**src/rtl/alu_decode_stage.sv**
```systemverilog
// ALU control decode stage: maps RV32I/RV32M fields to an ALU op code and holds it
// behind a valid/ready handshake, stretching MUL/DIV ops over their occupancy.
module alu_decode_stage #(
    parameter bit          M_EXT   = 1'b1,
    parameter int unsigned CTRL_W  = 5,
    parameter int unsigned MUL_LAT = 2,
    parameter int unsigned DIV_LAT = 8
) (
    input  logic              clk,
    input  logic              rst_n,
    input  logic              in_valid,
    output logic              in_ready,
    input  logic [4:0]        opcode,
    input  logic [2:0]        funct3,
    input  logic              funct7b5,
    input  logic              funct7b0,
    input  logic              flush,
    output logic              out_valid,
    input  logic              out_ready,
    output logic [CTRL_W-1:0] alu_control,
    output logic              mdu_op,
    output logic              illegal,
    output logic              busy
);

    localparam int unsigned MAX_LAT = (MUL_LAT > DIV_LAT) ? MUL_LAT : DIV_LAT;
    localparam int unsigned CNT_W   = $clog2(MAX_LAT + 1);

    localparam logic [4:0] OP_R   = 5'b01100;
    localparam logic [4:0] OP_I   = 5'b00100;
    localparam logic [4:0] OP_LUI = 5'b01101;

    typedef enum logic [1:0] {
        S_EMPTY = 2'd0,
        S_WAIT  = 2'd1,
        S_FULL  = 2'd2
    } state_t;

    state_t            state;
    logic [CNT_W-1:0]  cnt;
    logic              capture;

    logic [CTRL_W-1:0] dec_code;
    logic              dec_mdu;
    logic              dec_ill;
    logic              dec_multi;
    logic [CNT_W-1:0]  dec_cnt;

    // Field decode of the instruction presented this cycle
    always_comb begin
        dec_code  = '0;
        dec_mdu   = 1'b0;
        dec_ill   = 1'b0;
        dec_multi = 1'b0;
        dec_cnt   = '0;
        if (opcode == OP_R && funct7b0) begin
            if (M_EXT) begin
                dec_code = CTRL_W'({2'b10, funct3});
                dec_mdu  = 1'b1;
                if (funct3[2]) begin
                    dec_multi = (DIV_LAT > 1);
                    dec_cnt   = CNT_W'(DIV_LAT - 1);
                end else begin
                    dec_multi = (MUL_LAT > 1);
                    dec_cnt   = CNT_W'(MUL_LAT - 1);
                end
            end else begin
                dec_ill = 1'b1;
            end
        end else if (opcode == OP_R || opcode == OP_I) begin
            case (funct3)
                3'b000:  dec_code = CTRL_W'((opcode == OP_R && funct7b5) ? 4'd1 : 4'd0);
                3'b010:  dec_code = CTRL_W'(4'd2);
                3'b011:  dec_code = CTRL_W'(4'd3);
                3'b100:  dec_code = CTRL_W'(4'd4);
                3'b110:  dec_code = CTRL_W'(4'd5);
                3'b111:  dec_code = CTRL_W'(4'd6);
                3'b001:  dec_code = CTRL_W'(4'd7);
                default: dec_code = CTRL_W'(funct7b5 ? 4'd9 : 4'd8);
            endcase
        end else if (opcode == OP_LUI) begin
            dec_code = CTRL_W'(4'd15);
        end
    end

    // Flush blocks acceptance combinationally so a flushed cycle never captures
    assign in_ready  = !flush && ((state == S_EMPTY) || (state == S_FULL && out_ready));
    assign capture   = in_valid && in_ready;
    assign out_valid = (state == S_FULL);
    assign busy      = (state == S_WAIT);

    always_ff @(posedge clk) begin
        if (!rst_n) begin
            state       <= S_EMPTY;
            cnt         <= '0;
            alu_control <= '0;
            mdu_op      <= 1'b0;
            illegal     <= 1'b0;
        end else if (flush) begin
            state   <= S_EMPTY;
            cnt     <= '0;
            mdu_op  <= 1'b0;
            illegal <= 1'b0;
        end else begin
            case (state)
                S_EMPTY, S_FULL: begin
                    if (capture) begin
                        alu_control <= dec_code;
                        mdu_op      <= dec_mdu;
                        illegal     <= dec_ill;
                        state       <= dec_multi ? S_WAIT : S_FULL;
                        cnt         <= dec_multi ? dec_cnt : '0;
                    end else if (state == S_FULL && out_ready) begin
                        state <= S_EMPTY;
                    end
                end
                S_WAIT: begin
                    if (cnt == CNT_W'(1)) begin
                        state <= S_FULL;
                        cnt   <= '0;
                    end else begin
                        cnt <= cnt - CNT_W'(1);
                    end
                end
                default: begin
                    state <= S_EMPTY;
                    cnt   <= '0;
                end
            endcase
        end
    end

endmodule

```
**config.mk**
```make
export PLATFORM = sky130hd
export DESIGN_NAME = alu_decode_stage
export DESIGN_NICKNAME = d
export VERILOG_FILES = /design/src/rtl/alu_decode_stage.sv
export SDC_FILE = /design/constraint.sdc
export NUM_CORES = 1
export LEC_CHECK = 0
export BUFFER_PORTS_ARGS = -buffer_cell sky130_fd_sc_hd__buf_4
export CORE_MARGIN = 2
export CORE_UTILIZATION = 55
export CTS_BUF_LIST = sky130_fd_sc_hd__clkbuf_4
export DETAILED_ROUTE_END_ITERATION = 6
export GPL_TIMING_DRIVEN = 1
export PLACE_DENSITY = 0.85
export SYNTH_ARGS = -nofsm -noshare
export SYNTH_HDL_FRONTEND = slang
export SYNTH_SLANG_ARGS = --single-unit
```
**constraint.sdc**
```tcl
create_clock -name clk -period 3.71 [get_ports clk]
set_clock_uncertainty 0.15 [all_clocks]
set_input_delay 0.5565 -clock clk [delete_from_list [all_inputs] [get_ports clk]]
set_output_delay 0.5565 -clock clk [all_outputs]
set_load 0.05 [all_outputs]
```
== Word-level counts from Yosys, hierarchy flattened ==
Cells that the tools add are included.
Storage, ports and cells
  bits in registers: 12
  bits of input ports: 15
  word-level logic and storage cells: 55
Cells by class
  add/sub/neg operators: 1
  equal/unequal tests: 15
  mux-type cells: 18
  bitwise operators: 2
  reduce and logical (&&, ||, !) cells: 15
Operators with widths (number)
  4-bit case mux with 7 select lines: 1
  4-bit two-way mux: 4
  5-bit by 4-bit equality test with 1-bit output (second input constant): 2
  5-bit two-way mux: 2
  3-bit equality test (second input constant): 3
  2-bit two-way mux: 4
  4-bit case mux with 2 select lines: 1
  3-bit by 2-bit equality test with 1-bit output (second input constant): 2
  3-bit two-way mux: 2
  5-bit by 3-bit equality test with 1-bit output (second input constant): 1
  1-bit logical AND: 5
  4-bit by 1-bit equality test with 1-bit output (second input constant): 1
  2-bit case mux with 2 select lines: 1
  2-bit AND reduction: 2
  2-bit OR reduction: 2
  4-bit by 1-bit subtractor with 4-bit output (second input constant): 1
  3-bit by 1-bit equality test with 1-bit output (second input constant): 1
  3-bit zero test: 1
  1-bit two-way mux: 3
  3-bit != test (second input constant): 1
  3-bit AND reduction: 1
  2-bit by 1-bit equality test with 1-bit output (second input constant): 1
  2-bit equality test (second input constant): 1
  2-bit zero test: 1
  5 further kinds: 7

== Longest topological paths before layout ==
  depth in word-level cells: 7
  gate-level depth with buffers: 6

== Worst setup path after synthesis ==
No wires, ideal clock.
  path kind: input to output
  start: input port out_ready
  end: output port in_ready
  arrival time: 1.111 ns
  setup slack: 1.893 ns
  stages on the path: 2
  cells stage by stage: nand2b_1 -> and2_1
Between the ends
  word-level cells in the longest chain between the ends: 3
Ends and longest elaborated chain
  start, declared: line 19  | input logic out_ready,
  1-bit logical AND: line 87  | assign in_ready = !flush && ((state == S_EMPTY) || (state == S_FULL && out_ready));
  1-bit logical OR: line 87
  1-bit logical AND: line 87
  end, declared: line 12  | output logic in_ready,
No other way between the ends.

== Final worst setup path ==
  start: register state[0]
  end: output port busy
Between the ends
  word-level cells in the longest chain between the ends: 1
Ends and longest elaborated chain
  start, declared: line 39  | state_t state;
  start signal, assigned: line 111  | state <= dec_multi ? S_WAIT : S_FULL;
  2-bit by 1-bit equality test with 1-bit output: line 90  | assign busy = (state == S_WAIT);
  end, declared: line 23  | output logic busy
No other way between the ends.

==> impl_metrics.yaml <==
cts:
  cts-htree-levels: 1
  post_cts_buffers: 0
  root_buffer: "clkbuf_4"
  cts_resized: 0
  cts_tree: "built"
  cts_buffers: 3
  cts_num_sinks: 12
  clk_pin_slew_ns: 0.07
  hold_buffers: 0
  clk_latency_ns: 0.27
  cts_buffer_depth: 2
setup_path:
  crit_required_ns: 3.00
  worstSetupStartpointType: "flip-flop"
  r2r_slack_ns: 2.00
  criticalPathCategory: "reg -> out"
  crit_path_top_delay_cell: "dfxtp_1"
  critPathCaptureType: "output pin"
  r2r_cells: 5
  worstPathArrival_ns: 1.21
  worstPathCellList: "nand2b_1, inv_2, buf_4"
  critPathMaxFanout: 7
  regToRegStartpoint: "cnt[0]"
  cpPeakStageDelay_ns: 0.46
  crit-reg2reg-capture: "cnt[2]"
yosys:
  yosys_warnings: 0
  syn_inst: 90
  syn-num-nets: 107
  ys.flop_type: "dfxtp_1"
  synthArstFlopShare: 0
  synth_area_per_cell_sq_um: 8.63
  synth-seq-cells: 12
  synth_enable_flop_cells: 0
  yosys.area.top_type: "dfxtp_1"
  yosysTopAreaCellShare: 0.309
  synthTopCellsByCount: "dfxtp_1, nand2_1, inv_1, nor3_1"
  synth_area_sq_um: 777
  netlist_top_cells_area: "dfxtp_1, nand2_1, ha_1, nor4b_4, a211oi_1"
  yosysMostFrequentCell: "dfxtp_1"
  synth-seq-area-share: 0.309
  netlist-cell-type-count: 42
timing:
  final.period_utilization: 0.516
  drv_slew: 0
  fin_ws_ns: 1.80
  hold_violations: 0
  tns_ns: 0
  setup_viol: 0
  max_freq_mhz: 522
  rsz0062_at_grt: "no"
  fin_crit_ns: 1.91
grt:
  grt_pass1_wl_microns: 3240
  busiest_layer: "met2"
  grt_max_degree: 10
  grt_util_met3: 0.0174
  grt_overflow_total: 0
  grt_pass1_vias: 812
  met1_usage: 0.259
  use_met2: 0.459
  grt_antenna_before_repair: 0
  grt_use_total: 0.237
routing:
  routed_wl_microns: 1870
  vias_per_cell: 6.09
  vias: 792
  dr.pass1.iters: 4
  drtIter0Drc: 31
  wl_per_cell_microns: 14.3
  final_antenna_net_count: 0
  drc: 0
floorplan:
  die_w_microns: 41.6
  dieArea_sq_um: 1730
  start_util: 0.590
  pin_count: 25
  die_y_microns: 41.6
  rows: 13
  core_sq_um: 1320
flow_run:
  maxCapViolations: 0
final_layout:
  diodes: 0
  fin_cells: 130
  nets: 134
  final_util: 0.746
  area_growth_pct: 26.6
  drive_gt1_frac: 0.304
  nFillCells: 104
hold_path:
  holdCritPathClass: "reg -> reg"
  min-delay-start: "alu_control[3]"
  holdPathEnd: "alu_control[3]"
  holdPathStages: 2
pwr:
  max-vdd-ir-drop_uv: 190
  p_total_mw: 0.268
  power_density_nw_per_um2: 273
  cellLeakagePower_nw: 0.411
placed_design:
  port_buffers: 23
  post-dp-hpwl_microns: 1490
  pre_cts_ws_ns: 1.80
  gp_congestion: 0.801
  dp.cells: 127
run_status:
  outcome: "finished clean"
## final cells by class
cell class                 instances  area, sq um  share of cell area
clock buffer                       3         22.5              0.0229
inverter                           6         22.5              0.0229
multi-input combinational         71          507               0.515
sequential                        12          240               0.244
tap                               15         18.8              0.0191
timing repair buffer              23          173               0.176
## sequential cells by signal, indices dropped and copies added, names as in the netlist
| name | flops |
|---|---|
| alu_control | 5 |
| cnt | 4 |
| mdu_op | 1 |
| state | 2 |
## critical path, delay by kind of cell, from the launching register on
family,cells,cell delay [ns]
and+or+nand+nor,1,0.18
DFF,1,0.46
buffers and inverters,2,0.31
## per-stage QoR
| step | hold slack (ns) | cell area (sq um) |
|---|---|---|
| after floorplan | 0.335 | 777 |
| after global placement | 0.294 | 961 |
| after detailed placement | 0.307 | 961 |
| after CTS | 0.317 | 983 |
| after global routing | 0.334 | 983 |
| final | 0.310 | 983 |
## layer usage
metal / routed length (microns) / part of all wire
met1: 772 / 0.41
met2: 972 / 0.52
met3: 75 / 0.040
met4: 44 / 0.024
met5: 0 / 0
## cell families after synthesis
kind of cell             share of synthesized area
AND/OR/NAND/NOR                              0.304
AO/OA/AOI/OAI                                0.298
flip-flops                                   0.309
buffers and inverters                       0.0386
adder cells (fa/ha/maj)                     0.0451
other                                      0.00483
## cell usage in the layout (no fill, tap or decap), types with 3 or more instances in the layout
| cell type | netlist | routed |
|---|---|---|
| a211oi_1 | 3 | 3 |
| buf_4 | 1 | 23 |
| nand2_1 | 11 | 11 |
| nor3_1 | 4 | 4 |
| clkbuf_4 | 0 | 3 |
| o31ai_1 | 3 | 3 |
| o21ai_0 | 3 | 3 |
| nand3_1 | 3 | 3 |
| nand2b_1 | 3 | 3 |
| a21oi_1 | 3 | 3 |
| dfxtp_1 | 12 | 12 |
| inv_1 | 4 | 4 |
## power breakdown
part	internal, mW	switching, mW	total [mW]
clock	0.0375	0.0412	0.0787
combinational	0.0241	0.0342	0.0582
sequential	0.130	0.00111	0.131
total	0.192	0.0765	0.268
## worst max-delay path by stage
stage               startpoint  cells after the start        to  slack, ns
global placement     out_ready                      4  in_ready       1.85
CTS                   state[0]                      3      busy       1.80
floorplan            out_ready                      2  in_ready       1.89
global route          state[0]                      3      busy       1.70
detailed placement   opcode[0]                      5    cnt[2]       1.80
finish                state[0]                      3      busy       1.80
Note: power is estimated with default switching activity, not from simulation.
